File: src/rtl/axi_lite_master_if.sv
// AXI4-Lite bus bundle between a single master and a single slave.
//   master modport: drives AW/W/AR requests and B/R ready, samples the rest.
//   slave modport : mirror image, used by slave models and monitors.
interface axi_lite_master_if #(
  parameter int ADDR_W = 4,
  parameter int DATA_W = 32
);
  logic [ADDR_W-1:0] AWADDR;
  logic              AWVALID;
  logic              AWREADY;
  logic [DATA_W-1:0] WDATA;
  logic              WVALID;
  logic              WREADY;
  logic [1:0]        BRESP;
  logic              BVALID;
  logic              BREADY;
  logic [ADDR_W-1:0] ARADDR;
  logic              ARVALID;
  logic              ARREADY;
  logic [DATA_W-1:0] RDATA;
  logic [1:0]        RRESP;
  logic              RVALID;
  logic              RREADY;

  modport master (
    output AWADDR, AWVALID, WDATA, WVALID, BREADY, ARADDR, ARVALID, RREADY,
    input  AWREADY, WREADY, BRESP, BVALID, ARREADY, RDATA, RRESP, RVALID
  );

  modport slave (
    input  AWADDR, AWVALID, WDATA, WVALID, BREADY, ARADDR, ARVALID, RREADY,
    output AWREADY, WREADY, BRESP, BVALID, ARREADY, RDATA, RRESP, RVALID
  );
endinterface

File: src/rtl/axi_lite_master.sv
// Single-outstanding AXI4-Lite master. Turns one command (read or write)
// into the matching AXI transaction and reports the result with a
// one-cycle completion strobe.
//   ACLK, ARESETn           : clock, synchronous active-low reset
//   cmd_valid/cmd_ready     : command handshake (ready only when idle)
//   cmd_write/addr/wdata    : command contents, latched on acceptance
//   rsp_valid/rdata/resp    : completion strobe, read data (0 for writes), BRESP/RRESP
//   axi                     : AXI4-Lite master port
//
// state   | meaning
// --------+---------------------------------------------------------
// IDLE    | cmd_ready high, waiting for a command
// WR_REQ  | AW and W offered; each drops after its own handshake
// WR_RESP | BREADY high, waiting for BVALID
// RD_REQ  | ARVALID high, waiting for ARREADY
// RD_DATA | RREADY high, waiting for RVALID
// RSP     | rsp_valid high for one cycle
module axi_lite_master #(
  parameter int ADDR_W = 4,
  parameter int DATA_W = 32
) (
  input  logic              ACLK,
  input  logic              ARESETn,
  input  logic              cmd_valid,
  output logic              cmd_ready,
  input  logic              cmd_write,
  input  logic [ADDR_W-1:0] cmd_addr,
  input  logic [DATA_W-1:0] cmd_wdata,
  output logic              rsp_valid,
  output logic [DATA_W-1:0] rsp_rdata,
  output logic [1:0]        rsp_resp,
  axi_lite_master_if.master axi
);

  typedef enum logic [2:0] {
    IDLE    = 3'd0,
    WR_REQ  = 3'd1,
    WR_RESP = 3'd2,
    RD_REQ  = 3'd3,
    RD_DATA = 3'd4,
    RSP     = 3'd5
  } state_t;

  state_t            state_q;
  logic              cmd_ready_q;
  logic              awvalid_q;
  logic              wvalid_q;
  logic              arvalid_q;
  logic              bready_q;
  logic              rready_q;
  logic              rsp_valid_q;
  logic [ADDR_W-1:0] awaddr_q;
  logic [ADDR_W-1:0] araddr_q;
  logic [DATA_W-1:0] wdata_q;
  logic [DATA_W-1:0] rsp_rdata_q;
  logic [1:0]        rsp_resp_q;

  // A channel counts as done once its VALID has already dropped or it is
  // handshaking now; this covers AW/W completing together or in either order.
  logic aw_done, w_done;
  assign aw_done = !awvalid_q || axi.AWREADY;
  assign w_done  = !wvalid_q  || axi.WREADY;

  always_ff @(posedge ACLK) begin
    if (!ARESETn) begin
      state_q     <= IDLE;
      cmd_ready_q <= 1'b1;
      awvalid_q   <= 1'b0;
      wvalid_q    <= 1'b0;
      arvalid_q   <= 1'b0;
      bready_q    <= 1'b0;
      rready_q    <= 1'b0;
      rsp_valid_q <= 1'b0;
      awaddr_q    <= '0;
      araddr_q    <= '0;
      wdata_q     <= '0;
      rsp_rdata_q <= '0;
      rsp_resp_q  <= '0;
    end else begin
      case (state_q)
        IDLE: begin
          if (cmd_valid) begin
            cmd_ready_q <= 1'b0;
            if (cmd_write) begin
              awaddr_q  <= cmd_addr;
              wdata_q   <= cmd_wdata;
              awvalid_q <= 1'b1;
              wvalid_q  <= 1'b1;
              state_q   <= WR_REQ;
            end else begin
              araddr_q  <= cmd_addr;
              arvalid_q <= 1'b1;
              state_q   <= RD_REQ;
            end
          end
        end
        WR_REQ: begin
          if (awvalid_q && axi.AWREADY) awvalid_q <= 1'b0;
          if (wvalid_q && axi.WREADY)   wvalid_q  <= 1'b0;
          if (aw_done && w_done) begin
            bready_q <= 1'b1;
            state_q  <= WR_RESP;
          end
        end
        WR_RESP: begin
          if (axi.BVALID) begin
            bready_q    <= 1'b0;
            rsp_resp_q  <= axi.BRESP;
            rsp_rdata_q <= '0;
            rsp_valid_q <= 1'b1;
            state_q     <= RSP;
          end
        end
        RD_REQ: begin
          if (axi.ARREADY) begin
            arvalid_q <= 1'b0;
            rready_q  <= 1'b1;
            state_q   <= RD_DATA;
          end
        end
        RD_DATA: begin
          if (axi.RVALID) begin
            rready_q    <= 1'b0;
            rsp_rdata_q <= axi.RDATA;
            rsp_resp_q  <= axi.RRESP;
            rsp_valid_q <= 1'b1;
            state_q     <= RSP;
          end
        end
        RSP: begin
          rsp_valid_q <= 1'b0;
          cmd_ready_q <= 1'b1;
          state_q     <= IDLE;
        end
        default: begin
          awvalid_q   <= 1'b0;
          wvalid_q    <= 1'b0;
          arvalid_q   <= 1'b0;
          bready_q    <= 1'b0;
          rready_q    <= 1'b0;
          rsp_valid_q <= 1'b0;
          cmd_ready_q <= 1'b1;
          state_q     <= IDLE;
        end
      endcase
    end
  end

  assign cmd_ready   = cmd_ready_q;
  assign rsp_valid   = rsp_valid_q;
  assign rsp_rdata   = rsp_rdata_q;
  assign rsp_resp    = rsp_resp_q;
  assign axi.AWADDR  = awaddr_q;
  assign axi.AWVALID = awvalid_q;
  assign axi.WDATA   = wdata_q;
  assign axi.WVALID  = wvalid_q;
  assign axi.BREADY  = bready_q;
  assign axi.ARADDR  = araddr_q;
  assign axi.ARVALID = arvalid_q;
  assign axi.RREADY  = rready_q;

endmodule

File: src/flat_wrapper.sv
// flat-port wrapper written by rule: the top's interface ports become plain ports
module axi_lite_master_flat 
#(
  parameter int ADDR_W = 4,
  parameter int DATA_W = 32
)
  (ACLK, ARESETn, cmd_valid, cmd_ready, cmd_write, cmd_addr, cmd_wdata, rsp_valid, rsp_rdata, rsp_resp, axi_AWADDR, axi_AWVALID, axi_WDATA, axi_WVALID, axi_BREADY, axi_ARADDR, axi_ARVALID, axi_RREADY, axi_AWREADY, axi_WREADY, axi_BRESP, axi_BVALID, axi_ARREADY, axi_RDATA, axi_RRESP, axi_RVALID);
  axi_lite_master_if #(.ADDR_W(ADDR_W), .DATA_W(DATA_W)) axi_i ();
  input  logic ACLK;
  input  logic ARESETn;
  input  logic cmd_valid;
  output logic cmd_ready;
  input  logic cmd_write;
  input  logic [ADDR_W-1:0] cmd_addr;
  input  logic [DATA_W-1:0] cmd_wdata;
  output logic rsp_valid;
  output logic [DATA_W-1:0] rsp_rdata;
  output logic [1:0] rsp_resp;
  output wire logic [$bits(axi_i.AWADDR)-1:0] axi_AWADDR;
  output wire logic [$bits(axi_i.AWVALID)-1:0] axi_AWVALID;
  output wire logic [$bits(axi_i.WDATA)-1:0] axi_WDATA;
  output wire logic [$bits(axi_i.WVALID)-1:0] axi_WVALID;
  output wire logic [$bits(axi_i.BREADY)-1:0] axi_BREADY;
  output wire logic [$bits(axi_i.ARADDR)-1:0] axi_ARADDR;
  output wire logic [$bits(axi_i.ARVALID)-1:0] axi_ARVALID;
  output wire logic [$bits(axi_i.RREADY)-1:0] axi_RREADY;
  input wire logic [$bits(axi_i.AWREADY)-1:0] axi_AWREADY;
  input wire logic [$bits(axi_i.WREADY)-1:0] axi_WREADY;
  input wire logic [$bits(axi_i.BRESP)-1:0] axi_BRESP;
  input wire logic [$bits(axi_i.BVALID)-1:0] axi_BVALID;
  input wire logic [$bits(axi_i.ARREADY)-1:0] axi_ARREADY;
  input wire logic [$bits(axi_i.RDATA)-1:0] axi_RDATA;
  input wire logic [$bits(axi_i.RRESP)-1:0] axi_RRESP;
  input wire logic [$bits(axi_i.RVALID)-1:0] axi_RVALID;
  assign axi_AWADDR = axi_i.AWADDR;
  assign axi_AWVALID = axi_i.AWVALID;
  assign axi_WDATA = axi_i.WDATA;
  assign axi_WVALID = axi_i.WVALID;
  assign axi_BREADY = axi_i.BREADY;
  assign axi_ARADDR = axi_i.ARADDR;
  assign axi_ARVALID = axi_i.ARVALID;
  assign axi_RREADY = axi_i.RREADY;
  assign axi_i.AWREADY = axi_AWREADY;
  assign axi_i.WREADY = axi_WREADY;
  assign axi_i.BRESP = axi_BRESP;
  assign axi_i.BVALID = axi_BVALID;
  assign axi_i.ARREADY = axi_ARREADY;
  assign axi_i.RDATA = axi_RDATA;
  assign axi_i.RRESP = axi_RRESP;
  assign axi_i.RVALID = axi_RVALID;
  axi_lite_master #(.ADDR_W(ADDR_W), .DATA_W(DATA_W)) u_core (.ACLK(ACLK), .ARESETn(ARESETn), .cmd_valid(cmd_valid), .cmd_ready(cmd_ready), .cmd_write(cmd_write), .cmd_addr(cmd_addr), .cmd_wdata(cmd_wdata), .rsp_valid(rsp_valid), .rsp_rdata(rsp_rdata), .rsp_resp(rsp_resp), .axi(axi_i));
endmodule
File: config.mk
export PLATFORM = sky130hd
export DESIGN_NAME = axi_lite_master_flat
export DESIGN_NICKNAME = d
export VERILOG_FILES = /design/src/rtl/axi_lite_master_if.sv /design/src/rtl/axi_lite_master.sv /design/src/flat_wrapper.sv
export SDC_FILE = /design/constraint.sdc
export NUM_CORES = 1
export LEC_CHECK = 0
export CORE_ASPECT_RATIO = 0.6
export CORE_MARGIN = 1
export CORE_UTILIZATION = 35
export DETAILED_ROUTE_END_ITERATION = 10
export GPL_TIMING_DRIVEN = 0
export PLACE_DENSITY = 0.8
export REMOVE_ABC_BUFFERS = 1
export SYNTH_ARGS = -nofsm -noshare
export SYNTH_HDL_FRONTEND = slang
export SYNTH_SLANG_ARGS = --single-unit
export TNS_END_PERCENT = 10
File: constraint.sdc
create_clock -name ACLK -period 2.2 [get_ports ACLK]
set_input_delay 0.22 -clock ACLK [delete_from_list [all_inputs] [get_ports ACLK]]
set_output_delay 0.22 -clock ACLK [all_outputs]
set_load 0.01 [all_outputs]
* Yosys cells after proc, flatten, opt, wreduce, memory -nomap -nowiden
Index checks and enable logic that the tools add are counted.
** Storage, ports and cells
- Register bits :: 84
- Input port bits :: 81
- Output and inout port bits :: 81
- Logic and storage cells :: 94
** Operators by class
- Equal/unequal tests :: 14
- Muxes and demuxes :: 34
- Bitwise logic cells :: 7
- Reductions and logical operators :: 26
** Operator list (count)
- 32-bit 2-to-1 mux :: 2
- 32-bit one-hot mux with 2 select lines :: 1
- 4-bit OR reduction :: 5
- 1-bit one-hot mux with 3 select lines :: 6
- 3-bit AND reduction :: 6
- 3-bit 2-to-1 mux :: 5
- 3-bit one-hot mux with 5 select lines :: 1
- 1-bit 2-to-1 mux :: 14
- 2-bit inequality test, second input constant :: 6
- 4-bit AND reduction :: 3
- 1-bit inverter :: 7
- 3-bit by 2-bit equality test with 1-bit output, second input constant :: 2
- 3-bit equality test, second input constant :: 2
- 2-bit 2-to-1 mux :: 3
- 2-bit by 1-bit inequality test with 1-bit output, second input constant :: 3
- 5-bit AND reduction :: 1
- 2-bit one-hot mux with 2 select lines :: 1
- 3-bit by 1-bit equality test with 1-bit output, second input constant :: 1
- 1-bit logical AND :: 3
- 3-bit zero test :: 1
- 3-bit OR reduction :: 1
- 1-bit zero test :: 2
- 1-bit logical OR :: 2
- 1-bit one-hot mux with 2 select lines :: 1
- other kinds (2) :: 2

* Longest topological paths before layout
Gate-level depths: netlist (run 1).
- Depth in word-level cells :: 5
- Mapped depth :: 7
- Mapped depth without buffers :: 5

* Worst setup path after synthesis (run 1)
No wires, ideal clock.
- Path type :: flip-flop to flip-flop
- Start :: reg u_core.state_q[2]
- End :: reg u_core.awvalid_q (netlist: u_core.axi.AWVALID)
- Setup time :: 119 ps
- Arrival time :: 1546 ps
- Required time :: 2081 ps
- Setup slack :: 536 ps
- Stages on the path, launching flop included :: 7
- Path buffers :: 2
- Period minus slack after synthesis :: 1664 ps
- Cells stage by stage :: dfxtp_1 buf_6 buf_2 inv_1 ha_1 or2_2 o221a_2
** Between the ends
- Cells in the longest elaborated chain, start to end :: 4
- Elaborated cells on any way between the ends :: 13
- Classes of those cells :: 8 x eq/ne; 1 x mux; 1 x bitwise; 3 x reduce/logical
** RTL lines
- start: declaration :: line axi_lite_master.sv:44 : state_t state_q;
- start signal: assignment :: line axi_lite_master.sv:66 : state_q <= IDLE;
- start signal: assignment :: line axi_lite_master.sv:89 : state_q <= WR_REQ;
- start signal: assignment :: line axi_lite_master.sv:93 : state_q <= RD_REQ;
- 3-bit equality test / 3-bit by 2-bit equality test with 1-bit output (equally long branches) :: line axi_lite_master.sv:80 : case (state_q)
- 4-bit OR reduction (no line)
- 1-bit inverter (no line)
- 4-bit AND reduction (no line)
- end signal: assignment :: line axi_lite_master.sv:68 : awvalid_q <= 1'b0;
- end signal: assignment :: line axi_lite_master.sv:87 : awvalid_q <= 1'b1;
- end signal: assignment :: line axi_lite_master.sv:98 : if (awvalid_q && axi.AWREADY) awvalid_q <= 1'b0;
- end: declaration :: line axi_lite_master.sv:46 : logic awvalid_q;
Parallel ways exist; a longest one is shown, timed or not.
A chain may end at the register's enable or synchronous reset.

* Worst setup path after layout (run 1)
- Start :: reg u_core.state_q[1]
- End :: reg u_core.rsp_resp_q[1] (netlist: u_core.rsp_resp[1])
** Between the ends
- Cells in the longest elaborated chain, start to end :: 3
- Elaborated cells on any way between the ends :: 7
- Classes of those cells :: 4 x eq/ne; 1 x mux; 2 x reduce/logical
** RTL lines
- 3-bit equality test / 3-bit by 2-bit equality test with 1-bit output (equally long branches) :: line axi_lite_master.sv:80
- 2-bit inequality test (no line) / 2-bit nonzero test (equally long branches)
- 3-bit AND reduction (no line)
- end signal: assignment :: line axi_lite_master.sv:108 : rsp_resp_q <= axi.BRESP;
- end signal: assignment :: line axi_lite_master.sv:125 : rsp_resp_q <= axi.RRESP;
- end: declaration :: line axi_lite_master.sv:56 : logic [1:0] rsp_resp_q;
Parallel ways exist; a longest one is shown, timed or not.

==> results.py, run 1 <==
metrics = {
    "worst_setup_path": {
        "cp_slowest_cell": "dfxtp_1",
        "max_stage_delay_ns": 0.73,
        "worst_setup_path_end_kind": "flip-flop",
        "cp_data_arrival_time_ns": 2.27,
        "critical-path-top-delay-family": "flip-flops",
        "reg2reg_depth": 4,
        "required_ns": 2.42,
        "reg2reg_from": "u_core.state_q[1]$_SDFFE_PN0P_",
        "cp_max_fo": 17,
        "critPathKind": "reg2reg",
        "crit_buf_inv": 0,
        "startpoint": "u_core.state_q[1]$_SDFFE_PN0P_",
        "crit_cells": 4,
        "path_cells": "nor2b_1 -> a21oi_4 -> mux2i_1 -> nor2b_1",
        "cp-start-kind": "flip-flop",
        "path_common_cell": "nor2b_1",
    },
    "sta": {
        "finalCritPeriodShare_pct": 93.2,
        "slew_headroom_pct": 47.0,
        "hold_viol_final": 0,
        "fmax_mhz": 487,
        "fin_worst_skew_ns": 0.00418,
        "setup_viol": 0,
        "grt_setup_unrepaired": "true",
        "worst_pin_slew_ns": 0.793,
        "whs_ns": 0.308,
        "tns_ns": 0,
        "post-route-min-period_ns": 2.05,
        "maxSlewViolCount": 0,
    },
    "power_and_ir_drop": {
        "p_seq_share_pct": 40.5,
        "switching_share_pct": 32.1,
        "power.density_mw_per_mm2": 864,
        "power_frac_clock_pct": 31.6,
        "power.internal_mw": 3.18,
        "vdd_drop_max_mv": 0.440,
        "power_mw": 4.68,
        "switchingPower_mw": 1.50,
        "p_leak_nw": 1.89,
        "p_comb_share_pct": 27.9,
    },
    "placement": {
        "dp_hpwl_mm": 6.65,
        "port_buffers": 161,
        "dp.cells": 654,
        "gp_congestion": 0.807,
        "place_area_mm2": 0.00507,
    },
    "die": {
        "rows": 27,
        "dieWidth_um": 130,
        "core-area_mm2": 0.00932,
        "start_util_pct": 36.7,
        "boundaryPins": 162,
        "die_h_um": 78.6,
        "dieArea_mm2": 0.0102,
    },
    "synth": {
        "synth_warnings": 0,
        "synth_edf_count": 0,
        "synth_top_area_cell": "dfxtp_1",
        "synth.area.top_cells": "dfxtp_1 (49%), nand2_1 (8.0%), a21boi_1 (6.6%), o21ai_0 (6.4%), nand3_1 (5.8%)",
        "syn_area_mm2": 0.00342,
        "syn_avg_cell_area_um2": 8.58,
        "synthCells": 399,
        "yosysSeqAreaShare_pct": 49.1,
        "synth_ff_type": "dfxtp_1",
        "ys_ff_latch": 84,
        "synth_cell_types": 39,
        "async_reset_ff_share_pct": 0,
        "synth_top_area_share_pct": 49.1,
    },
    "route": {
        "drtPass1Iterations": 5,
        "vias": 3381,
        "antenna_left": 0,
        "vias_per_cell": 5.02,
        "routed_wl_mm": 9.83,
        "drt_iter0_markers": 153,
        "drc": 0,
        "routedWlPerCell_um": 14.6,
    },
    "cts": {
        "tritoncts": "yes",
        "clockRootBuffer": "clkbuf_16",
        "cts_buffer_depth": 2,
        "cts-hold-fix-buffers": 0,
        "clk_pin_slew_worst_paths_ns": 0.06,
        "cts_buffers": 9,
        "h-tree-depth": 3,
        "clock_sinks": 84,
        "clk_latency_ns": 0.33,
    },
    "run_status": {
        "outcome": "finished, final reports clean",
    },
    "cells_and_area": {
        "final_nets": 622,
        "stdcell_area_mm2": 0.00542,
        "antenna_cells": 0,
        "syn_to_final_growth_pct": 58.2,
        "drive_gt1_share_pct": 6.25,
        "finalNonFillerCells": 674,
    },
    "global_routing": {
        "met2_usage_pct": 29.4,
        "grt_pass1_wl_mm": 15.3,
        "grtUsageTotal_pct": 19.2,
        "grt_overflow": 0,
        "use_met1_pct": 25.0,
        "grt_max_degree": 78,
        "grt_most_used_layer": "met2",
        "grt_pass1_vias": 3085,
        "antenna_found_initial": 0,
        "gr-usage-met3_pct": 8.11,
    },
    "hold_path": {
        "whs_path_depth": 2,
        "min_from": "ARESETn",
        "hold_class": "in2reg",
    },
    "job": {
        "maxCapViolCount": 0,
    },
}
==> per-layer routing <==
layer  wire length [µm]  vias to the layer above
met5                  0                        -
met4                 40                        0
met3               1000                        4
met2               4270                      132
met1               4510                     1551
li1                   -                     1694
==> synth_stat cells (2+ instances only) <==
master    count
mux2_2        2
dfxtp_1      84
a22oi_1       2
o221a_2       3
ha_1          2
a21boi_0      3
buf_6         4
inv_1         5
nand2_1      73
clkbuf_1     22
a21oi_1       5
nand3_1      40
a21boi_1     30
mux2i_1       4
o21ai_0      44
nor2_1        5
o31ai_1       2
buf_2         7
nor2b_1       8
buf_1         4
nand4_1      32
==> per-stage QoR <==
step / setup WS (ns) / utilization, %
after floorplan: -2.36 / -
after global placement: -4.65 / 53.8
after detailed placement: -0.412 / 54.3
after CTS: 0.0303 / 57.9
after global routing: -0.00467 / 58.1
final: 0.149 / 58.1
==> power by group through the flow <==
stage / Combinational, mW / Sequential, mW / Clock (mW)
4_1_cts: 1.30 / 1.89 / 1.53
6_report: 1.31 / 1.89 / 1.48
3_3_place_gp: 1.23 / 1.90 / 0
2_1_floorplan: 0.543 / 1.93 / 0
3_5_place_dp: 1.25 / 1.92 / 0
5_1_grt: 1.43 / 1.92 / 1.60
==> worst paths after layout <==
path                                            end  slack, ns
setup / recovery    u_core.rsp_resp[1]$_SDFFE_PN0P_       0.15
hold / removal        u_core.cmd_ready$_SDFFE_PN1P_       0.31
setup reg to reg    u_core.rsp_resp[1]$_SDFFE_PN0P_       0.15
hold reg to reg   u_core.rsp_rdata[22]$_SDFFE_PN0P_       0.45
==> cells by family (layout without fill, tap and decap cells) <==
| kind of cell | after synthesis | after routing | synth area share, % |
|---|---|---|---|
| adder cells (fa/ha/maj) | 2 | 2 | 0.731 |
| flip-flops | 84 | 84 | 49.1 |
| multiplexers | 7 | 7 | 2.16 |
| buffers and inverters | 43 | 187 | 5.96 |
| AO/OA/AOI/OAI | 97 | 98 | 18.5 |
| AND/OR/NAND/NOR | 166 | 166 | 23.5 |
==> placed cells by master (no fill, tap or decap), types with 2 or more instances in the layout <==
cell	count
nand4_1	32
o221a_2	3
nor2b_1	8
a21oi_1	5
a21boi_1	30
clkinvlp_4	2
o21ai_0	44
clkdlybuf4s50_1	160
ha_1	2
nand2_1	73
clkbuf_1	2
clkinv_4	2
clkbuf_16	9
nand3_1	40
a22oi_1	2
dfxtp_1	82
a21oi_4	2
nor2_1	5
inv_1	5
mux2i_1	4
buf_4	4
a21boi_0	3
mux2_2	2
o31ai_1	2
==> sequential cells by signal, indices dropped and copies added (netlist names) <==
register	cells
u_core.rsp_valid	1
u_core.state_q	3
u_core.axi.BREADY	1
u_core.axi.ARADDR	4
u_core.axi.WDATA	32
u_core.axi.AWADDR	4
u_core.cmd_ready	1
u_core.axi.WVALID	1
u_core.axi.RREADY	1
u_core.rsp_rdata	32
u_core.axi.AWVALID	1
u_core.axi.ARVALID	1
u_core.rsp_resp	2
==> what timing repair did <==
item                       4_1_cts  5_1_grt
setup endpoints to repair       70       40
gates cloned                     1        0
pin swaps                        2        0
setup buffers                    3        0
gates resized for setup          2        2
==> final cells by class <==
type                            count  area, µm²
Sequential cell                    84       1690
Timing Repair Buffer              166       1670
Tap cell                          130        163
Clock buffer                       11        233
Fill cell                         821       3910
Multi-Input combinational cell    273       1580
Clock inverter                      5       62.6
Inverter                            5       18.8
No activity file was read; power rests on OpenSTA's default activity.
==> inputs of run 2 (changes only) <==
ABC_AREA = 1   (was not set)
PLACE_DENSITY = 0.79   (was 0.8)
==> results.py, run 2 <==
metrics = {
    "worst_setup_path": {
        "crit_cells": 5,
        "crit_end": "u_core.axi.WDATA[9]$_SDFFE_PN0P_",
        "max_stage_delay_ns": 0.60,
        "worst_setup_path_end_kind": "flip-flop",
        "reg2reg_depth": 5,
        "critPathKind": "reg2reg",
        "cp_data_arrival_time_ns": 2.23,
        "startpoint": "u_core.state_q[2]$_SDFFE_PN0P_",
        "cp-start-kind": "flip-flop",
        "crit_buf_inv": 2,
        "cp_slowest_cell": "nand3_2",
        "path_cells": "inv_1 -> nand2_2 -> inv_2 -> nand3_2 -> a21oi_1",
        "rrSetupSlack_ns": 0.21,
        "rr_endpoint": "u_core.axi.WDATA[9]$_SDFFE_PN0P_",
        "cp_max_fo": 36,
        "critical-path-top-delay-family": "simple AND/OR/NAND/NOR gates",
        "reg2reg_from": "u_core.state_q[2]$_SDFFE_PN0P_",
        "required_ns": 2.43,
    },
    "route": {
        "vias": 3620,
        "drt_iter0_markers": 162,
        "drc": 0,
        "antenna_left": 0,
        "routed_wl_mm": 10.2,
        "vias_per_cell": 4.61,
        "drtPass1Iterations": 4,
        "routedWlPerCell_um": 13.0,
    },
    "cells_and_area": {
        "drive_gt1_share_pct": 4.77,
        "syn_to_final_growth_pct": 55.6,
        "mostFrequentLayoutCell": "clkdlybuf4s50_1",
        "finalNonFillerCells": 785,
        "stdcell_area_mm2": 0.00552,
        "antenna_cells": 0,
        "final_nets": 728,
        "layout_common_cells": "clkdlybuf4s50_1 (160), nor2_1 (127), dfxtp_1 (84), inv_1 (82), o21ai_0 (71)",
        "fill_cells": 887,
    },
    "synth": {
        "synth_commonest_cells": "nor2_1 (127), dfxtp_1 (84), inv_1 (82)",
        "synth_xor_xnor_area_share_pct": 0,
        "yosysSeqAreaShare_pct": 47.5,
        "syn_avg_cell_area_um2": 7.13,
        "syn_area_mm2": 0.00354,
        "synth_cell_types": 26,
        "synthCells": 497,
        "synth_ff_type": "dfxtp_1",
        "synthAdderAreaFrac_pct": 0.706,
        "synth.area.top_cells": "dfxtp_1 (47%), nor2_1 (13%), o21ai_0 (10%), inv_1 (8.7%), a21oi_1 (5.8%)",
        "synth_top_area_cell": "dfxtp_1",
        "synth-simple-area-share_pct": 20.9,
        "ys_ff_latch": 84,
        "synth_warnings": 0,
        "async_reset_ff_share_pct": 0,
        "synth.area.mux_share_pct": 0,
        "synth_top_family_by_area": "simple AND/OR/NAND/NOR gates",
        "synth_edf_count": 0,
        "synth_top_area_share_pct": 47.5,
        "synth-compound-area-share_pct": 17.6,
        "synth_most_common_cell": "nor2_1",
    },
    "cts": {
        "tritoncts": "yes",
        "clk_latency_ns": 0.33,
        "clockRootBuffer": "clkbuf_16",
        "cts_setup_buffers": 0,
        "cts_buffers": 9,
        "clk_pin_slew_worst_paths_ns": 0.06,
        "cts-hold-fix-buffers": 0,
        "h-tree-depth": 3,
        "cts_buffer_depth": 2,
        "clock_sinks": 84,
        "postCtsResizedCells": 0,
    },
    "placement": {
        "port_buffers": 161,
        "place_area_mm2": 0.00519,
        "gp_congestion": 0.839,
        "dp.cells": 767,
        "dp_hpwl_mm": 6.77,
    },
    "die": {
        "die_h_um": 79.9,
        "rows": 28,
        "dieWidth_um": 132,
        "core-area_mm2": 0.00984,
        "boundaryPins": 162,
        "dieArea_mm2": 0.0105,
        "start_util_pct": 36.0,
    },
    "power_and_ir_drop": {
        "switchingPower_mw": 2.27,
        "p_leak_nw": 2.24,
        "p_seq_share_pct": 34.4,
        "p_comb_share_pct": 41.3,
        "power.internal_mw": 3.97,
        "power.density_mw_per_mm2": 1130,
        "power_frac_clock_pct": 24.3,
        "switching_share_pct": 36.4,
        "vdd_drop_max_mv": 0.635,
    },
    "sta": {
        "worst_pin_slew_ns": 0.752,
        "fmax_mhz": 502,
        "slew_headroom_pct": 49.8,
        "post-route-min-period_ns": 1.99,
        "tns_ns": 0,
        "setup_viol": 0,
        "grt_setup_unrepaired": "false",
        "fin_worst_skew_ns": 0.00814,
        "hold_viol_final": 0,
        "maxSlewViolCount": 0,
        "finalCritPeriodShare_pct": 90.6,
        "whs_ns": 0.443,
    },
    "global_routing": {
        "gr-usage-met3_pct": 5.97,
        "use_met1_pct": 23.2,
        "met2_usage_pct": 30.1,
        "grt_most_used_layer": "met2",
        "grt_max_degree": 73,
        "grt_pass1_wl_mm": 15.6,
        "grt_pass1_vias": 3301,
        "grtUsageTotal_pct": 18.4,
        "antenna_found_initial": 0,
        "grt_overflow": 0,
    },
    "hold_path": {
        "hold_class": "reg2reg",
    },
    "job": {
        "maxCapViolCount": 0,
    },
    "run_status": {
        "outcome": "finished, final reports clean",
    },
}
run 2: changes by cell type in the layout (fill, tap and decap cells not counted), sizes merged, moves of 8 or more:
cell    before  now
nor2         6  130
inv          5   85
nand2       73   32
o21ai       44   79
a21oi        7   41
a21boi      33    0
nand4       32    0
nand3       41   14
nor2b        8    0
run 2: area by class of cell:
| type | count | area (µm²) | share of cell area, % |
|---|---|---|---|
| inverters | 85 | 327 | 5.92 |
| clock inverters | 5 | 61.3 | 1.11 |
| multi-input cells | 303 | 1410 | 25.5 |
| clock buffers | 11 | 243 | 4.40 |
| flip-flops and latches | 84 | 1680 | 30.5 |
| well taps | 135 | 169 | 3.06 |
| repair buffers | 162 | 1630 | 29.5 |
run 2: cells by family after synthesis:
| logic type | after synthesis |
|---|---|
| buffers and inverters | 112 |
| DFF | 84 |
| AOI/OAI and AO/OA | 123 |
| adders and majority gates | 2 |
| and+or+nand+nor | 176 |
run 2: layer usage:
layer | share of wire [%] | routed length, µm | up-vias
met5 | 0 | 0 | -
met4 | 0.60 | 61 | 0
met3 | 6.0 | 615 | 6
met2 | 44 | 4520 | 112
met1 | 49 | 5000 | 1667
li1 | - | - | 1835
run 2: worst min path at each step:
stage                                      start                           endpoint  slack [ns]  depth (start not counted)
6_report        u_core.axi.WDATA[3]$_SDFFE_PN0P_   u_core.axi.WDATA[3]$_SDFFE_PN0P_        0.44                          2
5_1_grt        u_core.axi.WDATA[27]$_SDFFE_PN0P_  u_core.axi.WDATA[27]$_SDFFE_PN0P_        0.47                          2
4_1_cts                                  ARESETn     u_core.state_q[0]$_SDFFE_PN0P_        0.44                          3
3_5_place_dp   u_core.axi.WDATA[27]$_SDFFE_PN0P_  u_core.axi.WDATA[27]$_SDFFE_PN0P_        0.44                          2
3_3_place_gp    u_core.axi.WDATA[8]$_SDFFE_PN0P_   u_core.axi.WDATA[8]$_SDFFE_PN0P_        0.43                          2
2_1_floorplan                            ARESETn      u_core.cmd_ready$_SDFFE_PN1P_        0.30                          1
run 2: power by group through the flow:
stage	combinational [mW]	clock [mW]	sequential, mW
CTS	2.51	1.56	2.14
global placement	2.42	0	2.15
floorplan	1.20	0	2.30
finish	2.57	1.51	2.14
detailed placement	2.49	0	2.17
global route	2.88	1.62	2.19
run 2: worst min-delay path, cell delays in order, from the launching register on:
cell,delay [ns]
dfxtp_1,0.30
inv_1,0.05
a21oi_1,0.05
run 2: per-stage QoR:
stage	util (%)	total power, mW	worst slack (ns)
global route	56.0	6.69	0.00451
finish	56.0	6.23	0.207
detailed placement	52.7	4.66	0.0219
floorplan	-	3.51	0.594
global placement	52.5	4.57	-0.788
CTS	55.8	6.21	0.00862
==> inputs of run 3 (changes only) <==
CTS_CLUSTER_DIAMETER = 30   (was not set)
GPL_TIMING_DRIVEN = not set   (was 0)
==> results.py, run 3 (synthesized netlist as in run 2, its figures left out) <==
metrics = {
    "run_status": {
        "outcome": "finished, final reports clean",
    },
    "cts": {
        "h-tree-depth": 3,
        "cts_buffers": 9,
        "tritoncts": "yes",
        "clock_sinks": 84,
        "cts_buffer_depth": 2,
        "clk_pin_slew_worst_paths_ns": 0.07,
        "cts-hold-fix-buffers": 0,
        "clockRootBuffer": "clkbuf_16",
        "clk_latency_ns": 0.33,
    },
    "global_routing": {
        "antenna_found_initial": 0,
        "grt_max_degree": 84,
        "grt_pass1_wl_mm": 15.3,
        "grtUsageTotal_pct": 18.4,
        "grt_overflow": 0,
        "grt_pass1_vias": 3307,
    },
    "route": {
        "met3_length_um": 619,
        "drt_iter0_markers": 181,
        "routedWlPerCell_um": 12.8,
        "routed_wl_mm": 10.1,
        "antenna_left": 0,
        "vias": 3641,
        "drtPass1Iterations": 4,
        "drc": 0,
        "vias_per_cell": 4.63,
        "dr.max_layer_used": "met4",
        "drt-met1-wl_mm": 4.89,
        "met2_length_mm": 4.49,
    },
    "sta": {
        "post-route-min-period_ns": 1.97,
        "finalCritPeriodShare_pct": 89.6,
        "fmax_mhz": 507,
        "worst_pin_slew_ns": 0.735,
        "grt_setup_unrepaired": "false",
        "fin_worst_skew_ns": 0.00849,
        "finalWorstSetupSlack_ns": 0.230,
        "maxSlewViolCount": 0,
        "tns_ns": 0,
        "setup_viol": 0,
        "slew_headroom_pct": 50.9,
        "whs_ns": 0.444,
        "hold_viol_final": 0,
    },
    "worst_setup_path": {
        "rrSetupSlack_ns": 0.23,
        "required_ns": 2.45,
        "critPathKind": "reg2reg",
        "cp-start-kind": "flip-flop",
        "reg2reg_depth": 5,
        "cp_data_arrival_time_ns": 2.22,
        "cp_max_fo": 36,
        "worst_setup_path_end_kind": "flip-flop",
    },
    "power_and_ir_drop": {
        "power.internal_mw": 3.84,
        "p_comb_share_pct": 42.5,
        "vdd_drop_max_mv": 0.677,
        "p_leak_nw": 2.24,
        "p_seq_share_pct": 34.8,
        "power.density_mw_per_mm2": 1120,
        "switchingPower_mw": 2.29,
        "power_frac_clock_pct": 22.7,
        "switching_share_pct": 37.3,
        "power_mw": 6.13,
    },
    "cells_and_area": {
        "syn_to_final_growth_pct": 54.7,
        "drive_gt1_share_pct": 5.21,
        "antenna_cells": 0,
        "layout_common_cells": "clkdlybuf4s50_1 (160), nor2_1 (127), dfxtp_1 (84), inv_1 (82), o21ai_0 (71)",
        "final_nets": 730,
        "mostFrequentLayoutCell": "clkdlybuf4s50_1",
    },
    "placement": {
        "place_ws_ns": 0.194,
        "port_buffers": 161,
        "gp_congestion": 0.881,
        "dp_hpwl_mm": 6.92,
    },
    "die": {
        "rows": 28,
        "die_h_um": 79.9,
        "dieArea_mm2": 0.0105,
        "dieWidth_um": 132,
        "boundaryPins": 162,
        "core-area_mm2": 0.00984,
        "start_util_pct": 36.0,
    },
    "hold_path": {
        "hold_class": "reg2reg",
        "whs_path_depth": 2,
    },
    "job": {
        "maxCapViolCount": 0,
    },
}
-- run 3: cell types whose count changed in the layout (fill, tap and decap cells not counted) --
cell        change
buf_4           +4
clkinv_2        +2
buf_12          -1
bufinv_16       -1
clkbuf_1        -1
clkbuf_8        -1
clkinv_4        +1
clkinvlp_4      -1
inv_4           +1
inv_6           +1
inv_8           -1
nand3_2         -1
-- run 3: cell type report --
cell class                 instances  area (µm²)
sequential                        84        1680
tap                              135         169
clock inverter                     7        51.3
inverter                          85         322
clock buffer                       9         225
timing repair buffer             165        1640
fill                             894        4360
multi-input combinational        302        1400
-- run 3: power by group through the flow --
stage | clock (mW) | combinational [mW] | sequential (mW)
2_1_floorplan | 0 | 1.20 | 2.30
3_3_place_gp | 0 | 2.48 | 2.13
3_5_place_dp | 0 | 2.56 | 2.16
4_1_cts | 1.44 | 2.57 | 2.13
5_1_grt | 1.50 | 2.87 | 2.18
6_report | 1.39 | 2.60 | 2.13
-- run 3: metal layers --
metal  up-vias  global-route usage, %
met5         -                      0
met4         0                   6.40
met3        11                   5.46
met2       130                   30.0
met1      1660                   23.1
li1       1840                      -
-- run 3: final timing paths --
path                                     from                          endpoint
max            u_core.state_q[0]$_SDFFE_PN0P_  u_core.axi.WDATA[8]$_SDFFE_PN0P_
min reg2reg  u_core.axi.WDATA[5]$_SDFFE_PN0P_  u_core.axi.WDATA[5]$_SDFFE_PN0P_
max reg2reg    u_core.state_q[0]$_SDFFE_PN0P_  u_core.axi.WDATA[8]$_SDFFE_PN0P_
min          u_core.axi.WDATA[5]$_SDFFE_PN0P_  u_core.axi.WDATA[5]$_SDFFE_PN0P_
-- run 3: critical path, stage by stage, from the launching register on --
cell	delay (ns)
dfxtp_1	0.41
nor2_4	0.25
nand2_2	0.12
inv_2	0.15
nand3_2	0.58
a21oi_1	0.36
-- run 3: metrics by stage --
stage,instance area (µm²),std cells,util [%]
2_1_floorplan,3390,470,-
3_5_place_dp,5200,770,52.8
6_report,5480,787,55.7
3_3_place_gp,5200,770,52.8
5_1_grt,5480,787,55.7
4_1_cts,5470,786,55.6
-- run 3: timing repair --
action,4_1_cts,5_1_grt
setup endpoints to repair,0,15
resized for setup,0,0
buffers inserted,0,0
